### src/rtl/fpu_pkg.sv
// Shared types for the slow FPU issue/writeback path: op encoding and FSM states.
package fpu_pkg;

  typedef enum logic [2:0] {
    FMADD  = 3'd0,
    FMSUB  = 3'd1,
    FNMSUB = 3'd2,
    FNMADD = 3'd3,
    FDIV   = 3'd4,
    FSQRT  = 3'd5
  } slow_op_t;

  typedef enum logic [1:0] {
    S_IDLE = 2'd0,
    S_EXEC = 2'd1,
    S_WB   = 2'd2
  } slow_fsm_t;

endpackage

### src/rtl/slow_fpu_issue.sv
// Issue/writeback controller for the multi-cycle FPU: latches one op, times the
// fixed-latency datapath, holds the result until the FP write port accepts it,
// and raises a combined structural/RAW/WAW stall towards ID.
module slow_fpu_issue
  import fpu_pkg::*;
#(
  parameter int FMA_LAT  = 6,
  parameter int DIV_LAT  = 12,
  parameter int SQRT_LAT = 10
)(
  input  logic        clk,
  input  logic        rst,
  input  logic        dispatch_valid,
  input  slow_op_t    dispatch_op,
  input  logic [4:0]  dispatch_rd,
  input  logic [31:0] dispatch_a,
  input  logic [31:0] dispatch_b,
  input  logic [31:0] dispatch_c,
  output logic        dispatch_ready,
  input  logic [4:0]  id_rs1,
  input  logic [4:0]  id_rs2,
  input  logic [4:0]  id_rs3,
  input  logic [2:0]  id_use,
  input  logic [4:0]  id_rd,
  input  logic        id_fp_write,
  input  logic        id_slow,
  output logic        stall,
  output logic        fu_start,
  output slow_op_t    fu_op,
  output logic [31:0] fu_a,
  output logic [31:0] fu_b,
  output logic [31:0] fu_c,
  input  logic [31:0] fu_result,
  output logic        wb_valid,
  output logic [4:0]  wb_rd,
  output logic [31:0] wb_data,
  input  logic        wb_ack
);

  localparam int MAX_AB  = (FMA_LAT > DIV_LAT) ? FMA_LAT : DIV_LAT;
  localparam int MAX_LAT = (MAX_AB > SQRT_LAT) ? MAX_AB : SQRT_LAT;
  localparam int CNT_W   = (MAX_LAT < 2) ? 1 : $clog2(MAX_LAT + 1);

  // Reserved encodings 110/111 are timed like fdiv.
  function automatic logic [CNT_W-1:0] op_lat(input slow_op_t op);
    case (op)
      FMADD, FMSUB, FNMSUB, FNMADD: op_lat = CNT_W'(FMA_LAT);
      FSQRT:                        op_lat = CNT_W'(SQRT_LAT);
      default:                      op_lat = CNT_W'(DIV_LAT);
    endcase
  endfunction

  slow_fsm_t        state;
  slow_fsm_t        state_d;
  logic [CNT_W-1:0] cnt;
  logic             pending;
  logic             raw_hz;
  logic             waw_hz;
  logic             struct_hz;

  assign dispatch_ready = (state == S_IDLE);

  // Hazards against the single in-flight destination; no forwarding from wb_data.
  assign struct_hz = id_slow & (state != S_IDLE);
  assign raw_hz    = pending & ((id_use[0] & (id_rs1 == wb_rd)) |
                                (id_use[1] & (id_rs2 == wb_rd)) |
                                (id_use[2] & (id_rs3 == wb_rd)));
  assign waw_hz    = pending & id_fp_write & (id_rd == wb_rd);
  assign stall     = struct_hz | raw_hz | waw_hz;

  // Next-state logic: accept only in IDLE, leave EXEC when the count expires,
  // leave WB only on a write-port grant.
  always_comb begin
    state_d = state;
    case (state)
      S_IDLE:  if (dispatch_valid) state_d = S_EXEC;
      S_EXEC:  if (cnt == '0)      state_d = S_WB;
      S_WB:    if (wb_ack)         state_d = S_IDLE;
      default: state_d = S_IDLE;
    endcase
  end

  // State register plus operand/result latches; reset clears everything so an
  // in-flight result is dropped.
  always_ff @(posedge clk or posedge rst) begin
    if (rst) begin
      state    <= S_IDLE;
      cnt      <= '0;
      pending  <= 1'b0;
      fu_start <= 1'b0;
      fu_op    <= FMADD;
      fu_a     <= '0;
      fu_b     <= '0;
      fu_c     <= '0;
      wb_valid <= 1'b0;
      wb_rd    <= '0;
      wb_data  <= '0;
    end else begin
      state    <= state_d;
      fu_start <= 1'b0;
      case (state)
        S_IDLE: begin
          if (dispatch_valid) begin
            fu_op    <= dispatch_op;
            fu_a     <= dispatch_a;
            fu_b     <= dispatch_b;
            fu_c     <= dispatch_c;
            wb_rd    <= dispatch_rd;
            cnt      <= op_lat(dispatch_op);
            pending  <= 1'b1;
            fu_start <= 1'b1;
          end
        end
        S_EXEC: begin
          if (cnt == '0) begin
            wb_data  <= fu_result;
            wb_valid <= 1'b1;
          end else begin
            cnt <= cnt - CNT_W'(1);
          end
        end
        S_WB: begin
          if (wb_ack) begin
            pending  <= 1'b0;
            wb_valid <= 1'b0;
          end
        end
        default: ;
      endcase
    end
  end

endmodule

### config.mk
export PLATFORM = sky130hd
export DESIGN_NAME = slow_fpu_issue
export DESIGN_NICKNAME = d
export VERILOG_FILES = /design/src/rtl/fpu_pkg.sv /design/src/rtl/slow_fpu_issue.sv
export SDC_FILE = /design/constraint.sdc
export NUM_CORES = 1
export LEC_CHECK = 0
export ABC_AREA = 0
export BUFFER_PORTS_ARGS = -buffer_cell sky130_fd_sc_hd__buf_2
export CORE_ASPECT_RATIO = 0.9
export CORE_MARGIN = 1
export CORE_UTILIZATION = 40
export CTS_CLUSTER_DIAMETER = 120
export DETAILED_ROUTE_END_ITERATION = 8
export PLACE_DENSITY_LB_ADDON = 0.1
export SYNTH_ARGS = -nofsm -noshare
export SYNTH_HDL_FRONTEND = slang
export SYNTH_SLANG_ARGS = --single-unit
### constraint.sdc
create_clock -name clk -period 12.6 [get_ports clk]
set_input_delay 1.89 -clock clk [delete_from_list [all_inputs] [get_ports clk]]
set_output_delay 1.89 -clock clk [all_outputs]
set_load 0.01 [all_outputs]
* After elaboration in Yosys (flattened, before gate mapping)
Cells that the tools add are included.
** Storage, ports and cells
- Output and inout port bits :: 140
- Flip-flop bits (word level) :: 145
- Input bits :: 165
** Operators by class
- Bitwise logic cells :: 11
- Multiplexer cells :: 15
- Reduce and logical (&&, ||, !) cells :: 14
- Add/subtract/negate cells :: 1
- Eq/ne operators :: 14
** Operator list (count)
- 5-bit == test :: 4
- 4-bit one-hot mux with 2 select lines :: 2
- 3-bit AND reduction :: 4
- 4-bit 2-to-1 mux :: 2
- 2-bit inequality test (second input constant) :: 4
- 2-bit nonzero test :: 4
- 1-bit AND :: 7
- 3-bit by 2-bit == test with 1-bit output (second input constant) :: 2
- 2-bit 2-to-1 mux :: 3
- 2-bit one-hot mux with 3 select lines :: 1
- 1-bit 2-to-1 mux :: 5
- 4-bit zero test :: 1
- 1-bit bitwise OR :: 4
- 1-bit one-hot mux with 2 select lines :: 2
- 2-bit AND reduction :: 2
- 4-bit OR reduction :: 1
- 4-bit by 1-bit subtractor with 4-bit output (second input constant) :: 1
- 3-bit by 1-bit == test with 1-bit output (second input constant) :: 1
- 3-bit == test (second input constant) :: 1
- 3-bit zero test :: 1
- 2-bit by 1-bit == test with 1-bit output (second input constant) :: 1
- 2-bit == test (second input constant) :: 1
- 2-bit zero test :: 1

* Logic depth before layout (Yosys ltp)
- Word-level depth :: 7
- Gate-level depth with buffers :: 7

* Worst setup path before layout
No wires, ideal clock.
- Kind :: input to output
- Start point :: in id_rs3[2]
- End point :: out stall
- Path buffers :: 0
- Arrival :: 2.621 ns
- Required time :: 10.710 ns
- Setup slack :: 8.089 ns
- Stages on the path :: 5
- Path through :: xor2_1 -> nor4_1 -> nand3_1 -> nand4_1 -> o2bb2ai_1
** Between the ends
- Longest elaborated chain between the ends :: 6
** RTL lines
- from (decl) :: RTL line slow_fpu_issue.sv:22 : input logic [4:0] id_rs3,
- 5-bit == test :: RTL line slow_fpu_issue.sv:67 : (id_use[2] & (id_rs3 == wb_rd)));
- 1-bit AND :: RTL line slow_fpu_issue.sv:67
- 1-bit bitwise OR :: RTL line slow_fpu_issue.sv:66 : (id_use[1] & (id_rs2 == wb_rd)) |
- 1-bit AND :: RTL line slow_fpu_issue.sv:65 : assign raw_hz = pending & ((id_use[0] & (id_rs1 == wb_rd)) |
- 1-bit bitwise OR (2 in a row) :: RTL line slow_fpu_issue.sv:69 : assign stall = struct_hz | raw_hz | waw_hz;
- to (decl) :: RTL line slow_fpu_issue.sv:27 : output logic stall,
No other way between the ends.

* Worst setup path in the final report
- Start point :: in id_rs2[4]
- End point :: out stall
** Between the ends
- Longest elaborated chain between the ends :: 7
** RTL lines
- from (decl) :: RTL line slow_fpu_issue.sv:21 : input logic [4:0] id_rs2,
- 5-bit == test :: RTL line slow_fpu_issue.sv:66
- 1-bit AND :: RTL line slow_fpu_issue.sv:66
- 1-bit bitwise OR :: RTL line slow_fpu_issue.sv:65
- 1-bit bitwise OR :: RTL line slow_fpu_issue.sv:66
- 1-bit AND :: RTL line slow_fpu_issue.sv:65
- 1-bit bitwise OR (2 in a row) :: RTL line slow_fpu_issue.sv:69
No other way between the ends.

==> out/summary.txt <==
Hold Startpoint -> wb_data[3]
final hold violation count -> 0
largest net degree at the start of global routing -> 79
Port Buffers -> 304
reg-to-reg endpoint -> fu_a[27]
RSZ-0062 raised after global routing -> no
vias in the first global route -> 4,259
PwrDens -> 264 nW/um^2
CP Data Required Time -> 10.71 ns
fin crit period -> 4.88 ns
syn nets -> 540
# fillers -> 1,281
Hold Path Depth -> 1
Worst setup SP type -> primary input
initial DRC count -> 136
area share of the largest cell type after synthesis -> 60.1%
Die Wd -> 132 um
Top FF cell, synth -> dfrtp_1
Hold Crit Class -> register to register
Area Overhead vs Synth -> 36.6%
Worst Setup End Kind -> primary output
Via density -> 4.64
clk sinks -> 145
WL final -> 14,300 um
post-synthesis compound-gate area fraction -> 1.76%
DR pass1 iterations -> 4
post-synthesis adder-cell area fraction -> 0.207%
PostCTS Resize Cnt -> 0
final setup TNS -> 0 ns
Tcrit/Tclk final -> 38.7%
max_cap viols -> 0
Inserted Clock Buffers -> 17
post-synthesis sequential area ratio -> 60.1%
number of vias in the routed layout -> 4,132
Avg Synthesized Cell Area -> 16.2 sq um
Post-synth EDFFs -> 0
Combinational Power Share -> 36.9%
first-pass GRT wire length -> 23,000 um
final std cells w/o fill -> 890
synth warn -> 0
Post-Synthesis Cells -> 374
drt wl/cell -> 16.1 um
Worst-Margin Slew -> 0.971 ns
outcome -> finished clean
xor/xnor share of the synthesized area -> 2.90%
Clk Latency, worst-skew pair -> 0.42 ns
Max Clk Rate -> 205 MHz
switch share -> 31.5%
Hold EP -> wb_data[3]
max-slew violation count -> 0
die height -> 119 um
largest cells by area after synthesis -> dfrtp_1, mux2_2, mux2_4, xor2_1, buf_12
R2R Setup Slk -> 9.88 ns
Clk pwr share -> 25.0%
core box area -> 14,700 sq um
CTS root buf -> clkbuf_16
row cnt -> 42
initial antenna violation count -> 2
Top Ports -> 305
Initial Util -> 41.1%
Switch Pwr -> 0.000687 W
Int Power -> 0.00149 W
Post-synth ARST share -> 100%
Seq cells post-synth -> 145
simple-gate area share of the yosys netlist -> 2.30%
largest family of logic cells by synthesized area -> multiplexers
r2r worst-path depth -> 4
Pleak -> 4.16 nW
H-tree levels -> 4
CTS tree -> built
share of cells above drive strength 1 -> 69.3%
full die area -> 15,600 sq um
Mapped Area -> 6040 sq um
gr ovfl total -> 0
Data arrival, critical path -> 2.99 ns
Seq pwr share -> 38.2%
Post-CTS Hold Fix Bufs -> 0
worst vdd ir -> 0.132 mV
Final ANT Viol Nets -> 0
Tot GR Track Use -> 19.2%
hpwl dp -> 10,400 um
Cells after DPL -> 857
Final setup viols -> 0
routability cong. -> 0.849
CTS clock-pin slew for the worst setup and hold paths -> 0.05 ns
clock tree buffer depth -> 2
leading area contributor after synthesis -> dfrtp_1
Max-slew headroom -> 35.2%
crit path kind -> primary input to primary output
Nets -> 844
skew final -> 0.0128 ns
CP Max Fanout -> 1
most frequent cell after synthesis -> dfrtp_1
Commonest cells post-synth -> dfrtp_1, mux2_2, mux2_4
Post CTS Setup Buffer Count -> 0
reg2reg start -> state[0]
Synth cell types -> 32
Residual DRC -> 0
mux contribution to synthesized area -> 28.6%
## cells by family after synthesis
kind of cell               Yosys count
AOI/OAI and AO/OA                   16
xor gates and xnor gates            20
adders and majority gates            1
buffers and inverters               29
DFF                                145
muxes                              137
and+or+nand+nor                     26
## routing by layer
layer | up-vias | part of all wire, % | global-route usage [%]
met2 | 168 | 50 | 31.8
met4 | 2 | 1.0 | 6.32
met1 | 2037 | 41 | 22.8
met5 | - | 0.056 | 0
met3 | 12 | 8.0 | 7.42
li1 | 1913 | - | -
## sequential cells by signal, indices dropped and copies added (netlist names)
register  count
fu_op         3
fu_b         32
fu_start      1
cnt           4
fu_c         32
wb_valid      1
wb_data      32
state         2
pending       1
fu_a         32
wb_rd         5
## cell usage in the layout, fill, tap and decap left out, drive strengths merged
cell / n
or3: 2
mux2: 136
a22o: 1
clkbuf: 21
nand2: 8
a21oi: 4
diode: 1
clkinv: 3
dfrtp: 145
o21ai: 5
nor3b: 1
o21a: 1
inv: 10
nor4: 4
xor2: 16
nand3: 4
o2bb2ai: 1
clkinvlp: 2
nand4: 1
bufinv: 4
a211oi: 1
o31ai: 2
o32ai: 1
nor2: 5
mux2i: 1
ha: 1
and2: 1
xnor2: 4
buf: 306
## worst max path at each step
stage                    from      to  slack, ns  cells after the start
global route        id_rs2[4]   stall       7.59                      7
CTS                 id_rs2[4]   stall       7.69                      7
floorplan                 rst  cnt[0]       6.82                      1
global placement    id_rs2[4]   stall       7.74                      7
finish              id_rs2[4]   stall       7.72                      7
detailed placement  id_rs2[4]   stall       7.70                      7
## critical path, stage by stage
cell and delay (ns):
buf_2 0.10, xor2_1 0.13, nor4_1 0.32, nand3_1 0.13, nand4_1 0.12, o2bb2ai_1 0.14
buf_2 0.17
## power groups by stage
stage	clock, W	combinational, W	sequential, W
floorplan	0	0.000406	0.000928
finish	0.000545	0.000804	0.000832
detailed placement	0	0.000814	0.000840
global placement	0	0.000806	0.000828
global route	0.000576	0.000867	0.000864
CTS	0.000557	0.000816	0.000835
## stage by stage
step	total power [W]	setup WS, ns	instance area, sq um	hold WS, ns	util (%)
floorplan	0.00133	6.82	6040	0.495	-
global placement	0.00163	7.74	7610	0.483	51.7
detailed placement	0.00165	7.70	7610	0.487	51.7
CTS	0.00221	7.69	8250	0.502	56.1
global route	0.00231	7.59	8250	0.511	56.1
finish	0.00218	7.72	8250	0.499	56.1
## area by class of cell
class | instances | area [sq um] | area share (%)
Sequential cell | 145 | 3630 | 44.0
Multi-Input combinational cell | 200 | 2160 | 26.1
Timing Repair Buffer | 306 | 1540 | 18.6
Clock buffer | 21 | 470 | 5.70
Tap cell | 198 | 248 | 3.00
Clock inverter | 11 | 175 | 2.12
Inverter | 8 | 35.0 | 0.424
Antenna cell | 1 | 2.50 | 0.0303
Power figures use the tool's default switching activity.
